<file path="config.mk">
export PLATFORM = sky130hd
export DESIGN_NAME = seq_control
export DESIGN_NICKNAME = d
export VERILOG_FILES = /design/src/rtl/seq_pkg.sv /design/src/rtl/seq_call_stack.sv /design/src/rtl/seq_control.sv
export SDC_FILE = /design/constraint.sdc
export NUM_CORES = 1
export LEC_CHECK = 0
export CAP_MARGIN = 15
export CORE_ASPECT_RATIO = 1.75
export CORE_MARGIN = 2
export CORE_UTILIZATION = 42
export DETAILED_ROUTE_END_ITERATION = 16
export SYNTH_ARGS = -nofsm -noshare
export SYNTH_HDL_FRONTEND = slang
export SYNTH_SLANG_ARGS = --single-unit
export TNS_END_PERCENT = 100
</file>
<file path="constraint.sdc">
create_clock -name clk -period 4.3 [get_ports clk]
set_clock_uncertainty 0.1 [all_clocks]
set_input_delay 0.645 -clock clk [delete_from_list [all_inputs] [get_ports clk]]
set_output_delay 0.645 -clock clk [all_outputs]
set_load 0.03 [all_outputs]
</file>
<file path="src/rtl/seq_pkg.sv">
// Shared types and constants for the seq_control instruction sequencer:
// FSM states, fault codes, opcode encodings and instruction field slices.
package seq_pkg;

   typedef enum logic [1:0] {
      ST_RUN    = 2'd0,
      ST_HALTED = 2'd1,
      ST_FAULT  = 2'd2
   } seq_state_e;

   typedef enum logic [1:0] {
      FC_NONE      = 2'b00,
      FC_OVERFLOW  = 2'b01,
      FC_UNDERFLOW = 2'b10,
      FC_NO_LOOP   = 2'b11
   } fault_code_e;

   // Opcode 0 and every unlisted encoding behave as a plain step.
   localparam logic [3:0] OP_JUMP = 4'h1;
   localparam logic [3:0] OP_UNL  = 4'h2;
   localparam logic [3:0] OP_CALL = 4'h3;
   localparam logic [3:0] OP_RET  = 4'h4;
   localparam logic [3:0] OP_LOOP = 4'h5;
   localparam logic [3:0] OP_ENDL = 4'h6;
   localparam logic [3:0] OP_HALT = 4'h7;

   localparam int OPCODE_MSB = 15;
   localparam int OPCODE_LSB = 12;
   localparam int ADDR_MSB   = 11;
   localparam int ADDR_LSB   = 0;
   localparam int IMM_MSB    = 7;
   localparam int IMM_LSB    = 0;

endpackage

</file>
<file path="src/rtl/seq_call_stack.sv">
// Parametrised LIFO holding return addresses; only the depth is reset,
// entry storage keeps its contents across reset.
module seq_call_stack #(
   parameter  int DEPTH   = 16,
   parameter  int WIDTH   = 12,
   localparam int DEPTH_W = $clog2(DEPTH + 1),
   localparam int ADDR_W  = (DEPTH > 1) ? $clog2(DEPTH) : 1
) (
   input  logic               clk,
   input  logic               rst_n,
   input  logic               push_i,
   input  logic               pop_i,
   input  logic               clear_i,
   input  logic [WIDTH-1:0]   data_i,
   output logic [WIDTH-1:0]   top_o,
   output logic [DEPTH_W-1:0] depth_o,
   output logic               full_o,
   output logic               empty_o
);

   logic [WIDTH-1:0]   mem_q [DEPTH];
   logic [DEPTH_W-1:0] depth_q;
   logic [DEPTH_W-1:0] depth_d;
   logic [DEPTH_W-1:0] top_idx;
   logic               do_push;
   logic               do_pop;

   assign full_o  = (depth_q == DEPTH_W'(DEPTH));
   assign empty_o = (depth_q == '0);
   assign depth_o = depth_q;
   assign do_push = push_i && !full_o && !clear_i;
   assign do_pop  = pop_i && !empty_o && !clear_i;
   assign top_idx = depth_q - DEPTH_W'(1);
   assign top_o   = mem_q[top_idx[ADDR_W-1:0]];

   always_comb begin
      depth_d = depth_q;
      if (clear_i) begin
         depth_d = '0;
      end else if (do_push) begin
         depth_d = depth_q + DEPTH_W'(1);
      end else if (do_pop) begin
         depth_d = depth_q - DEPTH_W'(1);
      end
   end

   always_ff @(posedge clk or negedge rst_n) begin
      if (!rst_n) begin
         depth_q <= '0;
      end else begin
         depth_q <= depth_d;
      end
   end

   always_ff @(posedge clk) begin
      if (do_push) begin
         mem_q[depth_q[ADDR_W-1:0]] <= data_i;
      end
   end

endmodule

</file>
<file path="src/rtl/seq_control.sv">
// Instruction sequencer: fetch PC, call stack, single-level hardware loop, HALT/FAULT.
// Define SEQ_PERF_CNT_EN to add saturating retired_count / stall_count outputs.
module seq_control
   import seq_pkg::*;
#(
   parameter  int PC_WIDTH       = 12,
   parameter  int STACK_DEPTH    = 16,
   parameter  int INSTR_WIDTH    = 16,
   parameter  int LOOP_CNT_WIDTH = 8,
   localparam int DEPTH_W        = $clog2(STACK_DEPTH + 1)
) (
   input  logic                   clk,
   input  logic                   rst_n,
   input  logic [INSTR_WIDTH-1:0] instruction,
   input  logic                   instr_valid,
   input  logic                   stall,
   input  logic                   diverge_consensus,
   input  logic                   resume,
   input  logic                   fault_clr,
   output logic [PC_WIDTH-1:0]    program_counter,
   output logic [PC_WIDTH-1:0]    next_program_counter,
   output logic [DEPTH_W-1:0]     stack_depth,
   output logic                   advance,
   output logic                   halted,
   output logic                   fault,
   output logic [1:0]             fault_code
`ifdef SEQ_PERF_CNT_EN
   ,
   output logic [31:0]            retired_count,
   output logic [31:0]            stall_count
`endif
);

   localparam logic [PC_WIDTH-1:0] STEP = PC_WIDTH'(INSTR_WIDTH / 8);

   seq_state_e                state_q, state_d;
   fault_code_e               fc_q, fc_d;
   logic [PC_WIDTH-1:0]       pc_q, pc_d;
   logic                      loop_active_q, loop_active_d;
   logic [LOOP_CNT_WIDTH-1:0] loop_cnt_q, loop_cnt_d;
   logic [PC_WIDTH-1:0]       loop_start_q, loop_start_d;

   logic [3:0]                opcode;
   logic [PC_WIDTH-1:0]       addr_ext;
   logic [PC_WIDTH-1:0]       imm_ext;
   logic [LOOP_CNT_WIDTH-1:0] imm_cnt;
   logic [PC_WIDTH-1:0]       pc_step;
   logic                      push, pop, clear;
   logic [PC_WIDTH-1:0]       stack_top;
   logic                      stack_full, stack_empty;

   assign opcode   = instruction[OPCODE_MSB:OPCODE_LSB];
   assign addr_ext = PC_WIDTH'(instruction[ADDR_MSB:ADDR_LSB]);
   assign imm_ext  = PC_WIDTH'(instruction[IMM_MSB:IMM_LSB]);
   assign imm_cnt  = LOOP_CNT_WIDTH'(instruction[IMM_MSB:IMM_LSB]);
   assign pc_step  = pc_q + STEP;
   assign advance  = (state_q == ST_RUN) && instr_valid && !stall;

   seq_call_stack #(
      .DEPTH (STACK_DEPTH),
      .WIDTH (PC_WIDTH)
   ) u_stack (
      .clk     (clk),
      .rst_n   (rst_n),
      .push_i  (push),
      .pop_i   (pop),
      .clear_i (clear),
      .data_i  (pc_step),
      .top_o   (stack_top),
      .depth_o (stack_depth),
      .full_o  (stack_full),
      .empty_o (stack_empty)
   );

   always_comb begin
      state_d       = state_q;
      fc_d          = fc_q;
      pc_d          = pc_q;
      loop_active_d = loop_active_q;
      loop_cnt_d    = loop_cnt_q;
      loop_start_d  = loop_start_q;
      push          = 1'b0;
      pop           = 1'b0;
      clear         = 1'b0;
      unique case (state_q)
         ST_RUN: begin
            if (advance) begin
               case (opcode)
                  OP_JUMP: pc_d = addr_ext;
                  OP_UNL:  pc_d = diverge_consensus ? imm_ext : pc_step;
                  OP_CALL: begin
                     if (stack_full) begin
                        state_d = ST_FAULT;
                        fc_d    = FC_OVERFLOW;
                     end else begin
                        push = 1'b1;
                        pc_d = addr_ext;
                     end
                  end
                  OP_RET: begin
                     if (stack_empty) begin
                        state_d = ST_FAULT;
                        fc_d    = FC_UNDERFLOW;
                     end else begin
                        pop  = 1'b1;
                        pc_d = stack_top;
                     end
                  end
                  OP_LOOP: begin
                     loop_active_d = 1'b1;
                     loop_start_d  = pc_step;
                     loop_cnt_d    = (imm_cnt == '0) ? LOOP_CNT_WIDTH'(1) : imm_cnt;
                     pc_d          = pc_step;
                  end
                  OP_ENDL: begin
                     if (!loop_active_q) begin
                        state_d = ST_FAULT;
                        fc_d    = FC_NO_LOOP;
                     end else if (loop_cnt_q > LOOP_CNT_WIDTH'(1)) begin
                        loop_cnt_d = loop_cnt_q - LOOP_CNT_WIDTH'(1);
                        pc_d       = loop_start_q;
                     end else begin
                        loop_active_d = 1'b0;
                        pc_d          = pc_step;
                     end
                  end
                  OP_HALT: begin
                     state_d = ST_HALTED;
                     pc_d    = pc_step;
                  end
                  default: pc_d = pc_step;
               endcase
            end
         end
         ST_HALTED: begin
            if (resume) state_d = ST_RUN;
         end
         ST_FAULT: begin
            // Recovery restarts the program from address 0 with a clean context.
            if (fault_clr) begin
               state_d       = ST_RUN;
               fc_d          = FC_NONE;
               pc_d          = '0;
               clear         = 1'b1;
               loop_active_d = 1'b0;
               loop_cnt_d    = '0;
            end
         end
         default: state_d = ST_RUN;
      endcase
   end

   always_ff @(posedge clk or negedge rst_n) begin
      if (!rst_n) begin
         state_q       <= ST_RUN;
         fc_q          <= FC_NONE;
         pc_q          <= '0;
         loop_active_q <= 1'b0;
         loop_cnt_q    <= '0;
         loop_start_q  <= '0;
      end else begin
         state_q       <= state_d;
         fc_q          <= fc_d;
         pc_q          <= pc_d;
         loop_active_q <= loop_active_d;
         loop_cnt_q    <= loop_cnt_d;
         loop_start_q  <= loop_start_d;
      end
   end

   assign program_counter      = pc_q;
   assign next_program_counter = pc_d;
   assign halted               = (state_q == ST_HALTED);
   assign fault                = (state_q == ST_FAULT);
   assign fault_code           = fc_q;

`ifdef SEQ_PERF_CNT_EN
   logic [31:0] retired_q;
   logic [31:0] stall_q;

   always_ff @(posedge clk or negedge rst_n) begin
      if (!rst_n) begin
         retired_q <= '0;
         stall_q   <= '0;
      end else begin
         if (advance && (retired_q != '1)) retired_q <= retired_q + 32'd1;
         if ((state_q == ST_RUN) && instr_valid && stall && (stall_q != '1)) begin
            stall_q <= stall_q + 32'd1;
         end
      end
   end

   assign retired_count = retired_q;
   assign stall_count   = stall_q;
`endif

endmodule

</file>
* Yosys cells after proc, flatten, opt, wreduce, memory -nomap -nowiden *
Memories as Yosys holds them, arrays and structs flattened.
Cells that the tools add are included.

storage, ports and cells
  bits in registers = 42
  bits in writable memories = 192
  input bits = 23
  logic and storage cells = 104
  memories kept = 1

cells by class
  add/sub/neg operators = 4
  $lt $le $gt $ge = 1
  eq/ne operators = 21
  muxes and demuxes = 50
  reduce and logical (&&, ||, !) cells = 20

memories
  memory         depth  width  read ports  clocked after memory_dff  write ports  line                  source
  u_stack.mem_q  16     12     1           0                         1            seq_call_stack.sv:21  logic [WIDTH-1:0] mem_q [DEPTH];

operators by type and width
  kind                                                                      count
  12-bit 2-to-1 mux                                                         7
  12-bit one-hot mux with 5 select lines                                    1
  8-bit 2-to-1 mux                                                          5
  8-bit one-hot mux with 2 select lines                                     2
  12-bit one-hot mux with 2 select lines                                    1
  2-bit 2-to-1 mux                                                          9
  4-bit by 3-bit == test with 1-bit output (second input constant)          4
  1-bit 2-to-1 mux                                                          16
  5-bit 2-to-1 mux                                                          3
  7-bit AND reduction                                                       2
  12-bit by 2-bit adder with 12-bit output (second input constant)          1
  2-bit one-hot mux with 3 select lines                                     2
  3-bit inequality test (second input constant)                             3
  4-bit by 2-bit == test with 1-bit output (second input constant)          2
  8-bit by 1-bit > comparator with 1-bit output (second input constant)     1
  8-bit logical NOT                                                         1
  2-bit one-hot mux with 4 select lines                                     1
  8-bit by 1-bit subtractor with 8-bit output (second input constant)       1
  1-bit logical AND                                                         6
  2-bit inequality test (second input constant)                             3
  3-bit by 2-bit inequality test with 1-bit output (second input constant)  2
  6-bit AND reduction                                                       1
  5-bit by 1-bit adder with 5-bit output (second input constant)            1
  5-bit == test (second input constant)                                     1
  other kinds (16)                                                          20

* Longest topological paths before layout *
Gate-level depths: netlist of run 1.

  depth after elaboration = 10
  gate-level depth with buffers = 14
  depth with buffers taken out = 8

* Hierarchy *
From an unflattened synthesis of run 1, not the netlist that was laid out.

unflattened totals
  cell total of the unflattened synthesis = 824
  area, all modules = 10,797.9 um^2

modules (own cells, without submodules)
  module          instances  cells each  area an instance (um^2)  seq. area each (um^2)
  seq_call_stack  1          475         7,943.9                  5,890.6
  seq_control     1          349         2,854.0                  925.9

* Least setup slack after synthesis of run 1 *
No wires, ideal clock.

  path type = reg-to-output
  start point = reg u_stack.depth_q[0] (netlist: u_stack.depth_o[0])
  end point = out next_program_counter[7]
  arrival time = 3.801 ns
  data required time = 3.555 ns
  setup slack = -0.246 ns
  stages on the path, launching flop included = 14
  path through = dfrtp_1 buf_4 buf_4 buf_2 inv_1 ha_1 buf_2 clkbuf_1 clkbuf_1 mux4_2 mux2i_1 o221ai_1 a21oi_1 o21ai_0

on the way
  word-level cells in the longest chain between the ends = 6

ends and longest elaborated chain
  element                                      line                  source
  start, declared                              seq_call_stack.sv:22  logic [DEPTH_W-1:0] depth_q;
  start signal, assigned                       seq_call_stack.sv:51  depth_q <= depth_d;
  5-bit by 1-bit subtractor with 5-bit output  seq_call_stack.sv:33  assign top_idx = depth_q - DEPTH_W'(1);
  memory read 16 x 12 bit                      n/a
  12-bit 2-to-1 mux                            seq_control.sv:101    if (stack_empty) begin
  12-bit one-hot mux with 5 select lines *     seq_control.sv:88     case (opcode)
  12-bit 2-to-1 mux *                          seq_control.sv:87     if (advance) begin
  12-bit one-hot mux with 2 select lines *     seq_control.sv:85     unique case (state_q)
  end, declared                                seq_control.sv:21     output logic [PC_WIDTH-1:0] next_program_counter,

Every way passes the cells marked *; elsewhere a longest branch is shown, timed or not.

* Worst setup path after layout of run 1 *
  start point = reg u_stack.depth_q[0] (netlist: u_stack.depth_o[0])
  end point = out next_program_counter[3]

The elaborated chain is that of the path after synthesis.

==> flow_summary.toml, run 1 <==
[outcome]
status = "finished clean"

[power]
p_per_area_nw_per_um2 = 600
p_leak_nw = 4.55
vdd_drop_max_v = 0.000264

[logic_synthesis]
yosys.area_share.adder = 0.00937
synth_compound_area_frac = 0.100
synthMuxAreaShare = 0.132
synth_top_area_share = 0.540
syn_area_sq_um = 10700
synth-xor-area-share = 0.00984
synth_top_area_cell = "edfxtp_1"
syn_area_per_cell_sq_um = 14.9
yosysSeqAreaShare = 0.638
synth_edf_count = 192
synth_top_family_by_area = "multiplexers"
netlist_top_cells_count = "edfxtp_1, mux4_2, nor2_1"
async_flop_share = 0.179
synthCells = 718
yosys-top-cells-area = "edfxtp_1, mux4_2, dfrtp_1"
synthFlopType = "edfxtp_1"
syn_nets = 749
synthSimpleGateAreaFrac = 0.0833
ys_warn_count = 0
synth_cell_type_count = 75
yosysMostFrequentCell = "edfxtp_1"
ys_seq_elements = 234

[clock_tree]
cts_sinks = 234
cts_htree_levels = 1
clockRootBuffer = "clkbuf_16"
clk-insertion-delay-late_ns = 0.52
cts_buffers = 22
cts_tree = "built"
clk_pin_slew_ns = 0.06
cts_buffer_depth = 3

[floorplanning]
core_area_sq_um = 25100
start_util = 0.425
die-area_sq_um = 26800
die_w_um = 125
die_h_um = 215
io_pins = 57
rows = 77

[routing]
via_count = 7034
drt_iter0_markers = 489
wirelength_um = 31900
avgViaCountPerCell = 5.99
drc = 0
wl_per_cell_um = 27.1
dr.pass1.iters = 5
ant_nets = 0

[placement]
dp_hpwl_um = 22500
numPortBuffers = 56
place_congestion = 1.01
dp_cells = 1135

[cells_and_area]
fill_cells = 2147
antenna_cells = 0
area_delta_synth_final_pct = 20.6
stdcell_count = 1174
drive_gt1_frac = 0.255
nNetsFinal = 874

[worst_setup_path]
cp.required_ns = 3.56
startpoint_type = "register"
cp.arrival_ns = 3.46
setup.worst_path.end_class = "output port"
criticalPathCategory = "reg2out"
path_max_fanout = 17

[sta]
fmax_mhz = 238
setup_viol = 0
fin_tns_setup_ns = 0
grt_setup_unrepaired = "false"
timing_hold_violations_final = 0
slew_viol_final = 0
min_period_ns = 4.21
maxSlewHeadroom = 0.386
period_share = 0.978
tightest_slew_ns = 0.922

[global_route]
grt_usage = 0.240
grt_overflow = 0
antenna_found_initial = 0
grt_pass1_wl_um = 47400
grt_max_degree = 43
grt_pass1_vias = 7332

[flow_run]
cap_violations = 0

[worst_hold_path]
hold_path_class = "in2async"
[power by group]
part / switching, mW / internal, mW
Clock: 0.830 / 1.04
Combinational: 1.72 / 1.22
Sequential: 0.168 / 2.76
[through the flow]
stage	setup WS [ns]	utilization	hold slack (ns)	cell area (sq um)	power (mW)
2_1_floorplan	0.0689	-	0.249	10700	4.72
5_1_grt	0.00560	0.512	0.158	12900	8.08
6_report	0.0934	0.512	0.112	12900	7.73
4_1_cts	0.0409	0.512	0.130	12900	7.79
3_5_place_dp	-0.0108	0.484	0.372	12200	5.90
3_3_place_gp	-0.0474	0.484	0.364	12200	5.86
[placed cells by master (no fill, tap or decap), types with 23 or more instances in the layout]
cell,Yosys,final
a21oi_1,37,37
buf_4,8,85
clkbuf_16,0,23
clkdlybuf4s50_1,0,43
dfrtp_1,42,41
edfxtp_1,192,192
mux4_2,48,48
nand2_1,42,42
nor2_1,46,46
o21ai_0,41,38
[kinds of logic after synthesis]
family,after synthesis
DFF,234
and+or+nand+nor,168
AOI/OAI and AO/OA,158
muxes,79
buffers and inverters,59
xor gates and xnor gates,12
adders and majority gates,8
[registers in the layout (all words and copies together), names as in the netlist]
name / flops
u_stack.mem_q: 192
loop_start_q: 12
program_counter: 12
loop_cnt_q: 8
u_stack.depth_o: 5
fault_code: 2
state_q: 2
loop_active_q: 1
[final timing paths]
path | slack, ns | end | from | depth (start not counted)
max | 0.09 | next_program_counter[3] | u_stack.depth_o[0] | 11
min in group clk | 0.39 | loop_start_q[2] | loop_start_q[2] | 2
max reg2reg | 1.28 | program_counter[3] | u_stack.depth_o[0] | 10
max in group asynchronous | 3.52 | u_stack.depth_o[0] | rst_n | 2
min | 0.11 | state_q[0] | rst_n | 2
min reg2reg | 0.39 | loop_start_q[2] | loop_start_q[2] | 2
[metal layers]
layer	wire [um]	track usage	vias up
li1	-	-	3100
met1	11400	0.264	3618
met2	17500	0.450	239
met3	1160	0.0266	77
met4	1790	0.126	0
met5	0	0	-
[critical path, cell delays in order (launching register included)]
cell and delay, ns:
dfrtp_4 0.43, inv_1 0.10, ha_4 0.36, buf_12 0.19, buf_4 0.25, mux4_2 0.32, nor2b_1 0.14, a211oi_1 0.24
a21oi_1 0.13, a221o_1 0.37, o2bb2ai_1 0.21, buf_12 0.18
[cell type report]
type / instances / area [sq um] / area share
Multi-Input combinational cell: 425 / 3650 / 0.283
Inverter: 19 / 71.3 / 0.00554
Sequential cell: 234 / 6820 / 0.530
Timing Repair Buffer: 141 / 1260 / 0.0980
Tap cell: 316 / 395 / 0.0307
Clock buffer: 26 / 587 / 0.0456
Clock inverter: 13 / 97.6 / 0.00758
[timing repair]
item / 4_1_cts / 5_1_grt
hold buffers: 0 / 0
gates resized for setup: 7 / 4
endpoints found under the setup margin: 4 / 3
pin swaps: 0 / 1
setup buffers: 0 / 0
cloned: 0 / 0
Note: power is estimated with default switching activity, not from simulation.
==> run 2: changes to the inputs <==
--- a/config.mk
+++ b/config.mk
@@ -12,5 +12,6 @@
 export DETAILED_ROUTE_END_ITERATION = 16
 export SYNTH_ARGS = -nofsm -noshare
 export SYNTH_HDL_FRONTEND = slang
+export SYNTH_HIERARCHICAL = 1
 export SYNTH_SLANG_ARGS = --single-unit
 export TNS_END_PERCENT = 100
==> run 2 against run 1 <==
Net effect:
- count of clock-buffer cells in the layout grew 2
- via count grew 6.1%
- worst setup slack gained 0.032 ns
- non-clock buffer count shrank 3
- register-to-register slack lost 0.29 ns
- fmax grew 0.78%
- core utilization grew 1.1 points
- sequential share of layout area shrank 1.4 points
- power grew 12%
- sequential power shrank 2%
- routed wire length shrank 1.8%
- synthesized cell count grew 15%
- critical path type unchanged
- largest power group unchanged
==> flow_summary.toml, run 2 <==
[outcome]
status = "finished clean"

[sta]
tightest_slew_ns = 1.04
min_period_ns = 4.17
slew_viol_final = 0
period_share = 0.971
fin_tns_setup_ns = 0
timing_hold_violations_final = 0
fmax_mhz = 240
whs_ns = 0.197
maxSlewHeadroom = 0.305
layout_setup_ws_ns = 0.126
grt_setup_unrepaired = "true"
setup_viol = 0

[routing]
wirelength_um = 31300
drt_iter0_markers = 508
dr.pass1.iters = 4
wl_per_cell_um = 24.5
avgViaCountPerCell = 5.86
drc = 0
via_count = 7466
ant_nets = 0

[clock_tree]
cts_sinks = 234
cts_buffers = 22
clockRootBuffer = "clkbuf_16"
cts_buffer_depth = 3
cts_htree_levels = 1
clk-insertion-delay-late_ns = 0.53
clk_pin_slew_ns = 0.07
cts_tree = "built"

[logic_synthesis]
yosys-top-cells-area = "edfxtp_1, dfrtp_1, mux4_2"
synth_cell_type_count = 80
synth_top_area_share = 0.534
syn_nets = 855
netlist_top_cells_count = "edfxtp_1, nand2_1, dfrtp_1, nand3_1, nor2_1"
ys_warn_count = 6
yosysMostFrequentCell = "edfxtp_1"
syn_area_per_cell_sq_um = 13.1
ys_seq_elements = 234
synth_edf_count = 192
synthCells = 824
synth_top_area_cell = "edfxtp_1"
yosysSeqAreaShare = 0.631
async_flop_share = 0.179
synthFlopType = "edfxtp_1"
syn_area_sq_um = 10800

[worst_setup_path]
r2r_slack_ns = 0.99
setup.worst_path.end_class = "output port"
critical_path.endpoint = "next_program_counter[6]"
r2r-start = "state_q[1]"
r2r_end = "u_stack/mem_q[4][4]"
cp.required_ns = 3.56
rr_worst_depth = 9
max_stage_delay_ns = 0.42
path_cells = "inv_2 > ha_4 > buf_4 > buf_6 > buf_12 > mux4_2 > nand2_1 > nand2_1 > a32o_1 > nand2b_1 > a21oi_1 > o21ai_1 > nand3_1 > a311o_1 > buf_4"
crit_path_top_delay_cell = "dfrtp_2"
criticalPathCategory = "reg2out"
crit_path_start = "u_stack/depth_o[0]"
cp.arrival_ns = 3.43
path_max_fanout = 13
startpoint_type = "register"

[global_route]
grt_pass1_vias = 7843
grt_max_degree = 43
grt_usage = 0.232
grt_overflow = 0
grt_pass1_wl_um = 47100
antenna_found_initial = 1

[placement]
place_ws_ns = 0.165
dp_cells = 1230
place_congestion = 1.00
numPortBuffers = 56
dp_hpwl_um = 22900
place_area_sq_um = 12300

[cells_and_area]
stdcell_count = 1274
fill_cells = 2191
drive_gt1_frac = 0.196
area_delta_synth_final_pct = 22.4
largest_register_ff_count = 192
nNetsFinal = 972
final_cell_mix = "edfxtp_1, nand2_1, buf_4"
final_common_cell = "edfxtp_1"
final_cell_area_sq_um = 13200

[floorplanning]
io_pins = 57
start_util = 0.428
die_h_um = 216
die_w_um = 125
die-area_sq_um = 27100
rows = 77
core_area_sq_um = 25200

[worst_hold_path]
hold_path_class = "in2async"

[flow_run]
cap_violations = 0

[power]
p_per_area_nw_per_um2 = 657
p_leak_nw = 4.80
vdd_drop_max_v = 0.000372
[run 2: cell count changes after synthesis, sizes merged, moves of 7 or more]
cell / previous run / this run
a21oi: 37 / 25
a221oi: 8 / 15
a32o: 3 / 14
inv: 18 / 31
mux2i: 17 / 26
mux4: 48 / 24
nand2: 42 / 120
nand2b: 4 / 12
nand3: 14 / 42
nor2: 46 / 36
[run 2: how the worst min path moves through the flow]
stage | start | to | slack [ns] | depth (start not counted)
floorplan | rst_n | fault_code[0] | 0.25 | 0
global placement | loop_start_q[4] | loop_start_q[4] | 0.37 | 2
detailed placement | loop_start_q[4] | loop_start_q[4] | 0.38 | 2
CTS | rst_n | loop_cnt_q[3] | 0.23 | 1
global route | rst_n | loop_cnt_q[0] | 0.29 | 1
finish | rst_n | loop_cnt_q[0] | 0.20 | 1
[run 2: cells by family (layout without fill, tap and decap cells)]
| family | after synthesis | after routing | share of synthesized area |
|---|---|---|---|
| and+or+nand+nor | 272 | 272 | 0.122 |
| DFF | 234 | 234 | 0.631 |
| AOI/OAI and AO/OA | 161 | 161 | 0.108 |
| buffers and inverters | 76 | 209 | 0.0323 |
| muxes | 59 | 59 | 0.0842 |
| xor gates and xnor gates | 14 | 14 | 0.0131 |
| adders and majority gates | 8 | 8 | 0.00927 |
| other | 0 | 1 | 0 |
[run 2: metal layers]
| layer | track usage | vias to the layer above | routed length (um) |
|---|---|---|---|
| met5 | 0 | - | 0 |
| met1 | 0.239 | 3771 | 10800 |
| li1 | - | 3390 | - |
| met3 | 0.0215 | 81 | 901 |
| met4 | 0.129 | 0 | 1770 |
| met2 | 0.451 | 224 | 17800 |
[run 2: critical path: cells and delay by family, from the launching register on]
family,cells,cell delay [ns]
buf+inv,5,0.77
compound gates,4,0.87
flops,1,0.42
simple gates,4,0.34
fa+ha+maj,1,0.25
mux,1,0.27
[run 2: cell type report]
cell class / count / area [sq um] / area share
flip-flops and latches: 234 / 6820 / 0.516
multi-input cells: 514 / 3740 / 0.283
repair buffers: 138 / 1420 / 0.107
clock buffers: 28 / 573 / 0.0434
well taps: 316 / 395 / 0.0299
clock inverters: 12 / 156 / 0.0118
inverters: 31 / 116 / 0.00880
diodes: 1 / 2.50 / 0.000189
[run 2: report_power, final]
part / internal (mW) / leakage (nW) / switching (mW)
Clock: 1.14 / 0.342 / 0.849
Sequential: 2.69 / 2.29 / 0.157
Combinational: 1.68 / 2.17 / 2.16
[run 2: stage by stage]
stage / power (mW) / util
final: 8.68 / 0.524
after global routing: 9.10 / 0.524
after CTS: 8.68 / 0.522
after detailed placement: 6.55 / 0.489
after global placement: 6.52 / 0.489
after floorplan: 5.19 / -
[run 2: timing repair]
item                       in CTS  in global routing
gates cloned                    1                  0
hold buffers                    0                  0
buffers inserted                1                  1
resized for setup              12                 16
pin swaps                       0                  1
setup endpoints to repair       8                 11
==> run 3: changes to the inputs <==
--- a/config.mk
+++ b/config.mk
@@ -7,9 +7,10 @@
 export LEC_CHECK = 0
 export CAP_MARGIN = 15
 export CORE_ASPECT_RATIO = 1.75
-export CORE_MARGIN = 2
+export CORE_MARGIN = 10
 export CORE_UTILIZATION = 42
 export DETAILED_ROUTE_END_ITERATION = 16
+export GPL_TIMING_DRIVEN = 1
 export SYNTH_ARGS = -nofsm -noshare
 export SYNTH_HDL_FRONTEND = slang
 export SYNTH_HIERARCHICAL = 1
==> run 3 against run 2 <==
Net effect:
- global-route usage decreased by 4.4 points
- sequential share of layout area about the same
- core utilization decreased by 0.18 points
- largest power group unchanged
- power increased by 1.7%
- design area about the same
- worst hold slack improved by 0.015 ns
- fmax decreased by 0.39%
- final cell count increased by 0.63%
==> flow_summary.toml, run 3 (synthesized netlist as in run 2, its figures left out) <==
[outcome]
status = "finished clean"

[cells_and_area]
drive_gt1_frac = 0.213
final_cell_mix = "edfxtp_1, nand2_1, buf_4"
nNetsFinal = 982
area_delta_synth_final_pct = 22.4
antenna_cells = 0
final_common_cell = "edfxtp_1"
largest_register_ff_count = 192
finish.utilization = 0.522
final_cell_area_sq_um = 13200

[routing]
avgViaCountPerCell = 5.84
drc = 0
ant_nets = 0
wirelength_um = 31200
via_count = 7489
dr.pass1.iters = 5
wl_per_cell_um = 24.4
drt_iter0_markers = 512

[global_route]
grt_overflow = 0
antenna_found_initial = 0
grt_max_degree = 43
grt_usage = 0.187
grt_pass1_vias = 7627
grt_pass1_wl_um = 46800

[worst_setup_path]
criticalPathCategory = "reg2out"
path_cells = "inv_2 > ha_4 > xor2_4 > buf_4 > mux2i_1 > a221oi_1 > a32o_1 > nand2b_1 > a21oi_1 > o21a_1 > a2111oi_2 > buf_4 > o22ai_1 > buf_2"
max_stage_delay_ns = 0.41
r2r-start = "state_q[1]"
setup.worst_path.end_class = "output port"
cp.required_ns = 3.56
startpoint_type = "register"
crit_path_frequent_cell = "buf_4"
path_max_fanout = 4
crit_path_top_delay_cell = "dfrtp_2"
crit_path_start = "u_stack/depth_o[0]"
cp.arrival_ns = 3.45

[power]
vdd_drop_max_v = 0.000375
p_leak_nw = 4.84
p_per_area_nw_per_um2 = 668
total_power_mw = 8.83

[sta]
fmax_mhz = 239
slew_viol_final = 0
timing_hold_violations_final = 0
period_share = 0.974
whs_ns = 0.213
tightest_slew_ns = 1.06
fin_tns_setup_ns = 0
maxSlewHeadroom = 0.295
setup_viol = 0
min_period_ns = 4.19

[clock_tree]
cts_buffers = 22
clk_pin_slew_ns = 0.07
clk-insertion-delay-late_ns = 0.53
cts_buffer_depth = 3
cts_htree_levels = 1
clockRootBuffer = "clkbuf_16"
holdBufCountCts = 0
cts_sinks = 234
cts_tree = "built"

[worst_hold_path]
hold_path_class = "in2async"

[floorplanning]
die_w_um = 141
start_util = 0.426
io_pins = 57
core_area_sq_um = 25300
rows = 77
die_h_um = 232
die-area_sq_um = 32800

[flow_run]
cap_violations = 0

[placement]
place_area_sq_um = 12200
numPortBuffers = 56
dp_hpwl_um = 22700
place_congestion = 0.972
run 3: changes by cell type in the layout (fill, tap and decap cells not counted), moves of 2 or more:
cell	delta
buf_4	+18
buf_12	-11
clkbuf_1	-3
buf_6	+2
clkinv_1	+2
clkinv_2	+2
clkinvlp_4	-2
mux2i_1	-2
mux2i_2	+2
run 3: area by class of cell:
type / instances / area [sq um]
fill: 2193 / 12100
sequential: 234 / 6820
multi-input combinational: 514 / 3800
timing repair buffer: 148 / 1370
clock buffer: 25 / 562
tap: 316 / 395
clock inverter: 14 / 163
inverter: 31 / 116
run 3: final timing paths:
| kind | endpoint | slack, ns | cells past startpoint |
|---|---|---|---|
| worst max register to register | u_stack/mem_q[1][1] | 0.87 | 10 |
| worst min-delay path | loop_start_q[4] | 0.21 | 1 |
| worst max-delay path | next_program_counter[4] | 0.11 | 14 |
| worst min register to register | loop_start_q[7] | 0.40 | 2 |
| min in group clk | loop_start_q[7] | 0.40 | 2 |
| max in group asynchronous | u_stack/depth_o[0] | 3.17 | 1 |
run 3: what timing repair did:
item	CTS	global route
setup buffers	5	8
gates resized for setup	23	19
gates cloned	1	0
pin swaps	0	1
setup endpoints to repair	10	12
run 3: power breakdown:
part           internal, mW  switching (mW)
Clock                  1.13           0.834
Sequential             2.70           0.161
Combinational          1.75            2.26
Total                  5.58            3.25
run 3: metal layers:
metal	track usage	share of wire	up-vias
li1	-	-	3408
met1	0.189	0.35	3762
met2	0.358	0.56	235
met3	0.0235	0.041	84
met4	0.105	0.055	0
met5	0	0	-
run 3: worst max-delay path, delay by kind of cell (launching register included):
kind | cells | cell delay [ns]
AO/OA/AOI/OAI | 6 | 1.15
buffers and inverters | 4 | 0.65
flip-flops | 1 | 0.41
XOR/XNOR | 1 | 0.23
multiplexers | 1 | 0.19
adder cells (fa/ha/maj) | 1 | 0.18
AND/OR/NAND/NOR | 1 | 0.10
run 3: metrics by stage:
step / setup slack [ns] / instances
finish: 0.110 / 1282
floorplan: 0.107 / 824
global route: -0.0940 / 1282
CTS: -0.0436 / 1274
global placement: 0.0515 / 1229
detailed placement: 0.0628 / 1229
